<file path="src/rtl/bip_sequencer.sv">
// bip_sequencer: fetch/decode/execute control FSM for a small accumulator CPU
// with ROM/RAM handshakes, acknowledge timeouts and a sticky trap state.
module bip_sequencer #(
   parameter int unsigned TIMEOUT = 15
) (
   input  logic        clk_i,
   input  logic        rst_ni,
   input  logic        start_i,
   input  logic        stop_i,
   output logic        rom_req_o,
   input  logic        rom_ack_i,
   input  logic [15:0] instr_i,
   output logic        ram_req_o,
   output logic        ram_we_o,
   input  logic        ram_ack_i,
   output logic [10:0] pc_o,
   output logic [10:0] operand_o,
   output logic [1:0]  sela_o,
   output logic        selb_o,
   output logic        op_o,
   output logic        wracc_o,
   output logic        busy_o,
   output logic        err_o,
   output logic [1:0]  err_code_o,
   output logic [15:0] retired_o
);
   typedef enum logic [2:0] {IDLE, FETCH, DECODE, MEM, EXEC, TRAP} state_t;
   localparam logic [4:0] NOP = 5'd0, STO = 5'd1, LD = 5'd2, LDI = 5'd3;
   localparam logic [4:0] ADD = 5'd4, ADDI = 5'd5, SUB = 5'd6, SUBI = 5'd7;
   state_t      r_state;
   logic [4:0]  r_opc;
   logic [7:0]  r_wait;
   logic [10:0] r_pc, r_operand;
   logic [15:0] r_retired;
   logic        r_rom_req, r_ram_req, r_ram_we, r_busy, r_err;
   logic        r_selb, r_op, r_wracc;
   logic [1:0]  r_sela, r_err_code;
   logic        w_mem_op, w_timeout, w_selb, w_op, w_wracc;
   logic [1:0]  w_sela;
   assign w_mem_op  = (r_opc == STO) || (r_opc == LD) || (r_opc == ADD) || (r_opc == SUB);
   assign w_timeout = r_wait == 8'(TIMEOUT);
   // Datapath controls for the latched opcode, loaded on entry to EXEC
   assign w_wracc = !((r_opc == NOP) || (r_opc == STO));
   assign w_sela  = (r_opc == LDI) ? 2'b01 : (r_opc >= ADD) ? 2'b10 : 2'b00;
   assign w_selb  = (r_opc == LDI) || (r_opc == ADDI) || (r_opc == SUBI);
   assign w_op    = (r_opc == ADD) || (r_opc == ADDI);
   always_ff @(posedge clk_i or negedge rst_ni) begin
      if (!rst_ni) begin
         r_state    <= IDLE;
         r_opc      <= '0;
         r_wait     <= '0;
         r_pc       <= '0;
         r_operand  <= '0;
         r_retired  <= '0;
         r_rom_req  <= 1'b0;
         r_ram_req  <= 1'b0;
         r_ram_we   <= 1'b0;
         r_busy     <= 1'b0;
         r_err      <= 1'b0;
         r_err_code <= 2'b00;
         r_sela     <= 2'b00;
         r_selb     <= 1'b0;
         r_op       <= 1'b0;
         r_wracc    <= 1'b0;
      end else begin
         case (r_state)
            IDLE: begin
               if (start_i) begin
                  r_state   <= FETCH;
                  r_rom_req <= 1'b1;
                  r_busy    <= 1'b1;
                  r_wait    <= '0;
               end
            end
            FETCH: begin
               if (rom_ack_i) begin
                  r_opc     <= instr_i[15:11];
                  r_operand <= instr_i[10:0];
                  r_rom_req <= 1'b0;
                  r_state   <= DECODE;
               end else if (w_timeout) begin
                  r_rom_req  <= 1'b0;
                  r_busy     <= 1'b0;
                  r_err      <= 1'b1;
                  r_err_code <= 2'b10;
                  r_state    <= TRAP;
               end else begin
                  r_wait <= r_wait + 8'd1;
               end
            end
            DECODE: begin
               if (r_opc > SUBI) begin
                  r_busy     <= 1'b0;
                  r_err      <= 1'b1;
                  r_err_code <= 2'b01;
                  r_state    <= TRAP;
               end else if (w_mem_op) begin
                  r_ram_req <= 1'b1;
                  r_ram_we  <= r_opc == STO;
                  r_wait    <= '0;
                  r_state   <= MEM;
               end else begin
                  r_sela  <= w_sela;
                  r_selb  <= w_selb;
                  r_op    <= w_op;
                  r_wracc <= w_wracc;
                  r_state <= EXEC;
               end
            end
            MEM: begin
               if (ram_ack_i) begin
                  r_ram_req <= 1'b0;
                  r_ram_we  <= 1'b0;
                  r_sela    <= w_sela;
                  r_selb    <= w_selb;
                  r_op      <= w_op;
                  r_wracc   <= w_wracc;
                  r_state   <= EXEC;
               end else if (w_timeout) begin
                  r_ram_req  <= 1'b0;
                  r_ram_we   <= 1'b0;
                  r_busy     <= 1'b0;
                  r_err      <= 1'b1;
                  r_err_code <= 2'b11;
                  r_state    <= TRAP;
               end else begin
                  r_wait <= r_wait + 8'd1;
               end
            end
            EXEC: begin
               r_sela    <= 2'b00;
               r_selb    <= 1'b0;
               r_op      <= 1'b0;
               r_wracc   <= 1'b0;
               r_pc      <= r_pc + 11'd1;
               r_retired <= (&r_retired) ? r_retired : r_retired + 16'd1;
               if (stop_i) begin
                  r_busy  <= 1'b0;
                  r_state <= IDLE;
               end else begin
                  r_rom_req <= 1'b1;
                  r_wait    <= '0;
                  r_state   <= FETCH;
               end
            end
            TRAP: r_state <= TRAP;
            default: r_state <= IDLE;
         endcase
      end
   end
   assign rom_req_o  = r_rom_req;
   assign ram_req_o  = r_ram_req;
   assign ram_we_o   = r_ram_we;
   assign pc_o       = r_pc;
   assign operand_o  = r_operand;
   assign sela_o     = r_sela;
   assign selb_o     = r_selb;
   assign op_o       = r_op;
   assign wracc_o    = r_wracc;
   assign busy_o     = r_busy;
   assign err_o      = r_err;
   assign err_code_o = r_err_code;
   assign retired_o  = r_retired;
endmodule
</file>
<file path="config.mk">
export PLATFORM = sky130hd
export DESIGN_NAME = bip_sequencer
export DESIGN_NICKNAME = d
export VERILOG_FILES = /design/src/rtl/bip_sequencer.sv
export SDC_FILE = /design/constraint.sdc
export NUM_CORES = 1
export LEC_CHECK = 0
export CORE_ASPECT_RATIO = 0.7
export CORE_UTILIZATION = 54
export CTS_BUF_LIST = sky130_fd_sc_hd__clkbuf_16
export DETAILED_ROUTE_END_ITERATION = 8
export PLACE_DENSITY = 0.85
export SLEW_MARGIN = 20
export SYNTH_ARGS = -nofsm -noshare
export SYNTH_HDL_FRONTEND = slang
export SYNTH_SLANG_ARGS = --single-unit
export TNS_END_PERCENT = 10
</file>
<file path="constraint.sdc">
create_clock -name clk_i -period 3.92 [get_ports clk_i]
set_input_delay 0.784 -clock clk_i [delete_from_list [all_inputs] [get_ports clk_i]]
set_output_delay 0.784 -clock clk_i [all_outputs]
set_load 0.03 [all_outputs]
</file>
### Yosys cells after proc, flatten, opt, wreduce, memory -nomap -nowiden

Index checks and enable logic that the tools add are counted.

* flip-flop bits (word level): 66
* output and inout bits: 50
* word-level logic and storage cells: 137

* multiplexer cells: 63
* bitwise gates (word level): 1
* add/subtract/negate cells: 3
* order comparisons: 2
* equal/unequal tests: 27
* reduce and logical (&&, ||, !) cells: 25

Operators by type and width (count)
* 8-bit two-way mux: 7
* 8-bit one-hot mux with 5 select lines: 1
* 1-bit two-way mux: 28
* 2-bit inequality test (second input constant): 12
* 5-bit by 3-bit equality test with 1-bit output (second input constant): 4
* 2-bit two-way mux: 10
* 3-bit two-way mux: 6
* 3-bit one-hot mux with 6 select lines: 1
* 16-bit by 1-bit adder with 16-bit output (second input constant): 1
* 16-bit AND reduction: 1
* 4-bit AND reduction: 4
* 1-bit one-hot mux with 3 select lines: 5
* 2-bit one-hot mux with 3 select lines: 2
* 6-bit AND reduction: 2
* 11-bit by 1-bit adder with 11-bit output (second input constant): 1
* 5-bit by 2-bit equality test with 1-bit output (second input constant): 2
* 3-bit nonzero test: 3
* 8-bit by 1-bit adder with 8-bit output (second input constant): 1
* 8-bit by 4-bit equality test with 1-bit output (second input constant): 1
* 1-bit logical OR: 7
* 7-bit AND reduction: 1
* 3-bit by 2-bit equality test with 1-bit output (second input constant): 2
* 3-bit equality test (second input constant): 2
* 3-bit inequality test (second input constant): 2
* 13 further kinds: 15

### Longest topological paths before layout

* depth after elaboration: 7
* mapped depth: 7
* depth with buffers taken out: 6

### Worst setup path after synthesis

Ideal clock, no wire load.

* path kind: in2reg
* from: in rom_ack_i
* to: reg r_wait[2]
* arrival time: 1903 ps
* slack: 1896 ps
* stages on the path: 5
* library setup time: 121 ps
* path buffers: 0
* cells stage by stage: nor2b_1 o21ai_1 nand2_1 or4b_4 o22a_1

* longest elaborated chain between the ends: 2

Ends and longest elaborated chain
* start, declared: line 11 `input logic rom_ack_i,`
* 2-bit inequality test (no line)
* 7-bit AND reduction (no line)
* end signal, assigned: line 88 `r_wait <= r_wait + 8'd1;`
* end signal, assigned: line 127 `r_wait <= r_wait + 8'd1;`
* end, declared: line 32 `logic [7:0] r_wait;`

No other way between the ends.
A chain may end at the register's enable or synchronous reset.

### Worst setup path after layout

* from: in rom_ack_i
* to: reg r_opc[0]

* longest elaborated chain between the ends: 1

Ends and longest elaborated chain
* 2-bit AND reduction (no line)
* end signal, assigned: line 77 `r_opc <= instr_i[15:11];`
* end, declared: line 31 `logic [4:0] r_opc;`

No other way between the ends.

==> results.yml <==
setup_path:
  cp_slowest_cell: "and2_1"
  path_buf_inv: 1
  worstPathCellList: "clkdlybuf4s50_1 > nor2b_1 > and2_1 > mux2_2"
  path_max_fanout: 17
  reg2reg_from: "r_state[0]$_DFFE_PN0N_"
  crit_end: "r_opc[0]$_DFFE_PN0P_"
  r2r_cells: 3
  crit_cells: 4
  worstPathArrival_ps: 2580
  required_ps: 4120
  crit_family: "simple AND/OR/NAND/NOR gates"
  cp_slowest_stage_delay_ps: 630
  cp-start-kind: "primary input"
  crit_type: "in -> reg"
  cp-end-kind: "register"
  rrSetupSlack_ps: 1550
  worstReg2RegEnd: "r_opc[0]$_DFFE_PN0P_"
  critPathLaunch: "rom_ack_i"
drt:
  wl_met1_um: 3120
  wl_per_cell_um: 15.6
  antenna_left: 0
  avgViaCountPerCell: 5.66
  wl_met3_um: 422
  drt_pass1_iterations: 4
  dr.max_layer_used: "met4"
  drc: 0
  wl_met2_um: 3200
  routed-via-count: 2473
  drt_wl_total_um: 6820
  drt_iter0_drc: 223
grt:
  grt_pass1_vias: 2351
  antenna_found_initial: 0
  grt_overflow: 0
  grt_max_degree: 45
  grt_use_total_pct: 24.2
  grt_first_pass_wirelength_um: 11200
synthesis:
  synth-seq-cells: 66
  synth_nets: 313
  post_synth_num_cell_types: 54
  synth_edf_count: 0
  async_reset_ff_share_pct: 100
  ys.warnings.count: 0
  netlist.area_leader.share_pct: 51.8
  syn_area_per_cell_um2: 11.1
  yosys-top-cells-area: "dfrtp_1 52%, mux2_2 6.0%, xnor2_1 4.4%"
  yosysSeqAreaShare_pct: 51.8
  ys.flop_type: "dfrtp_1"
  yosysTopAreaCell: "dfrtp_1"
  synth_cells: 288
  syn-cell-area_um2: 3190
place:
  place_hpwl_um: 4860
  gp_congestion: 0.811
  portBuffers: 71
sta:
  maxClockFrequency_mhz: 422
  worst_clock_skew_ps: 5.65
  hold_viol_final: 0
  slew-limit-headroom_pct: 52.2
  hold_ws_ps: 435
  min_period_ps: 2370
  setup_viol: 0
  grt_setup_unrepaired: "false"
  fin_tns_setup_ps: 0
  maxSlewViolCount: 0
  worstMarginPinSlew_ps: 718
  post-route-period-util_pct: 60.5
die:
  start_util_pct: 58.5
  core_region_area_um2: 5450
  die_w_um: 93.8
  die-area_um2: 6220
  ioPinCount: 72
  die-height_um: 66.3
  rows: 22
final_layout:
  num_antenna_cells: 0
  drive_above_1_share_pct: 12.6
  area_growth_pct: 32.1
  layout.nets: 386
pwr:
  power_mw: 3.18
  p_per_area_nw_per_um2: 754
  ir_drop_uv: 489
  power.leakage_nw: 1.79
clock_tree:
  post_cts_buffers: 0
  cts_root_buf: "clkbuf_16"
  numCtsBuffers: 9
  hold_buffers: 0
  cts_tree: "built"
  cts_htree_levels: 3
  ctsResizeCount: 0
  worstSkewPairLatency_ps: 320
  clk_pin_slew_ps: 50
  cts_sinks: 66
  cts_buffer_depth: 2
outcome:
  status: "finished clean"
min_path:
  hold_class: "in -> async"
job:
  cap_violations: 0
-- per-stage QoR --
stage                     area, um^2  cells  setup WS (ps)  utilization, %
final                           4210    437           1550            77.2
after global routing            4210    437           1390            77.2
after CTS                       4210    437           1580            77.2
after detailed placement        3940    422           1240            72.2
after global placement          3940    422           1270            72.2
after floorplan                 3190    288           1900               -
-- layout by cell type, fill, tap and decap left out, drive strengths merged, types with 3 or more instances in the layout --
cell type      count
nand2             25
nor2              14
dfrtp             66
xnor2             16
xor2               8
and3              11
nor3               4
nand2b             6
clkdlybuf4s50     70
inv                7
mux2              18
o21ai             20
clkinv             4
nand4              5
o22a               4
nor2b              6
nand3             19
ha                 3
a21oi              6
and4               6
clkbuf             9
and2               3
-- cell type report --
type	count	area, um^2
clock buffers	9	225
clock inverters	6	50.0
fillers	372	1240
inverters	6	22.5
multi-input cells	206	1460
flip-flops and latches	66	1650
well taps	72	90.1
repair buffers	72	713
-- routing by layer --
layer	vias up	GRT usage, %
met1	1210	33.7
li1	1175	-
met3	8	8.16
met5	-	0
met2	80	36.1
met4	0	6.73
-- state kept, by name, indices dropped and copies added (netlist names) --
signal      count
err_o           1
err_code_o      2
op_o            1
retired_o      16
operand_o      11
wracc_o         1
r_state         3
ram_we_o        1
busy_o          1
r_wait          8
r_opc           5
pc_o           11
ram_req_o       1
rom_req_o       1
sela_o          2
selb_o          1
-- where the power goes --
group | internal, mW | switching [mW]
clock | 0.478 | 0.266
sequential | 0.894 | 0.236
combinational | 0.589 | 0.713
-- synthesized netlist by cell type (2+ instances only) --
cell / number
a211oi_1: 2
a21o_1: 2
a21oi_1: 4
a21oi_2: 2
and2_1: 2
and3_1: 11
and4_1: 6
buf_2: 2
buf_4: 2
clkbuf_1: 4
dfrtp_1: 66
ha_1: 3
inv_1: 6
mux2_2: 17
mux2i_1: 2
nand2_1: 24
nand2b_1: 6
nand3_1: 19
nand3b_1: 2
nand4_1: 5
nor2_1: 14
nor2b_1: 6
nor3_1: 4
o211ai_1: 2
o21ai_0: 18
o22a_1: 4
o31ai_1: 2
or2_2: 2
or3_1: 2
xnor2_1: 16
xor2_1: 8
-- worst register-to-register path: stages, from the launching register on --
cell and delay, ps:
dfrtp_1 710, nor2b_1 460, and2_1 670, mux2_2 420
-- logic make-up (layout without fill, tap and decap cells) --
logic type | after synthesis | in the layout | share of synthesized area, %
buffers and inverters | 16 | 93 | 2.43
muxes | 20 | 20 | 6.99
DFF | 66 | 66 | 51.8
and+or+nand+nor | 111 | 111 | 19.7
AOI/OAI and AO/OA | 48 | 48 | 11.2
xor gates and xnor gates | 24 | 24 | 6.60
adders and majority gates | 3 | 3 | 1.18
-- worst min path at each step --
stage	startpoint	to	slack [ps]
3_5_place_dp	pc_o[10]$_DFFE_PN0P_	pc_o[10]$_DFFE_PN0P_	470
3_3_place_gp	pc_o[10]$_DFFE_PN0P_	pc_o[10]$_DFFE_PN0P_	460
4_1_cts	rst_ni	r_wait[3]$_DFFE_PN0P_	450
6_report	rst_ni	r_wait[7]$_DFFE_PN0P_	430
5_1_grt	rst_ni	r_wait[3]$_DFFE_PN0P_	480
2_1_floorplan	r_wait[0]$_DFFE_PN0P_	r_wait[0]$_DFFE_PN0P_	470
(Power assumes the default switching activity.)
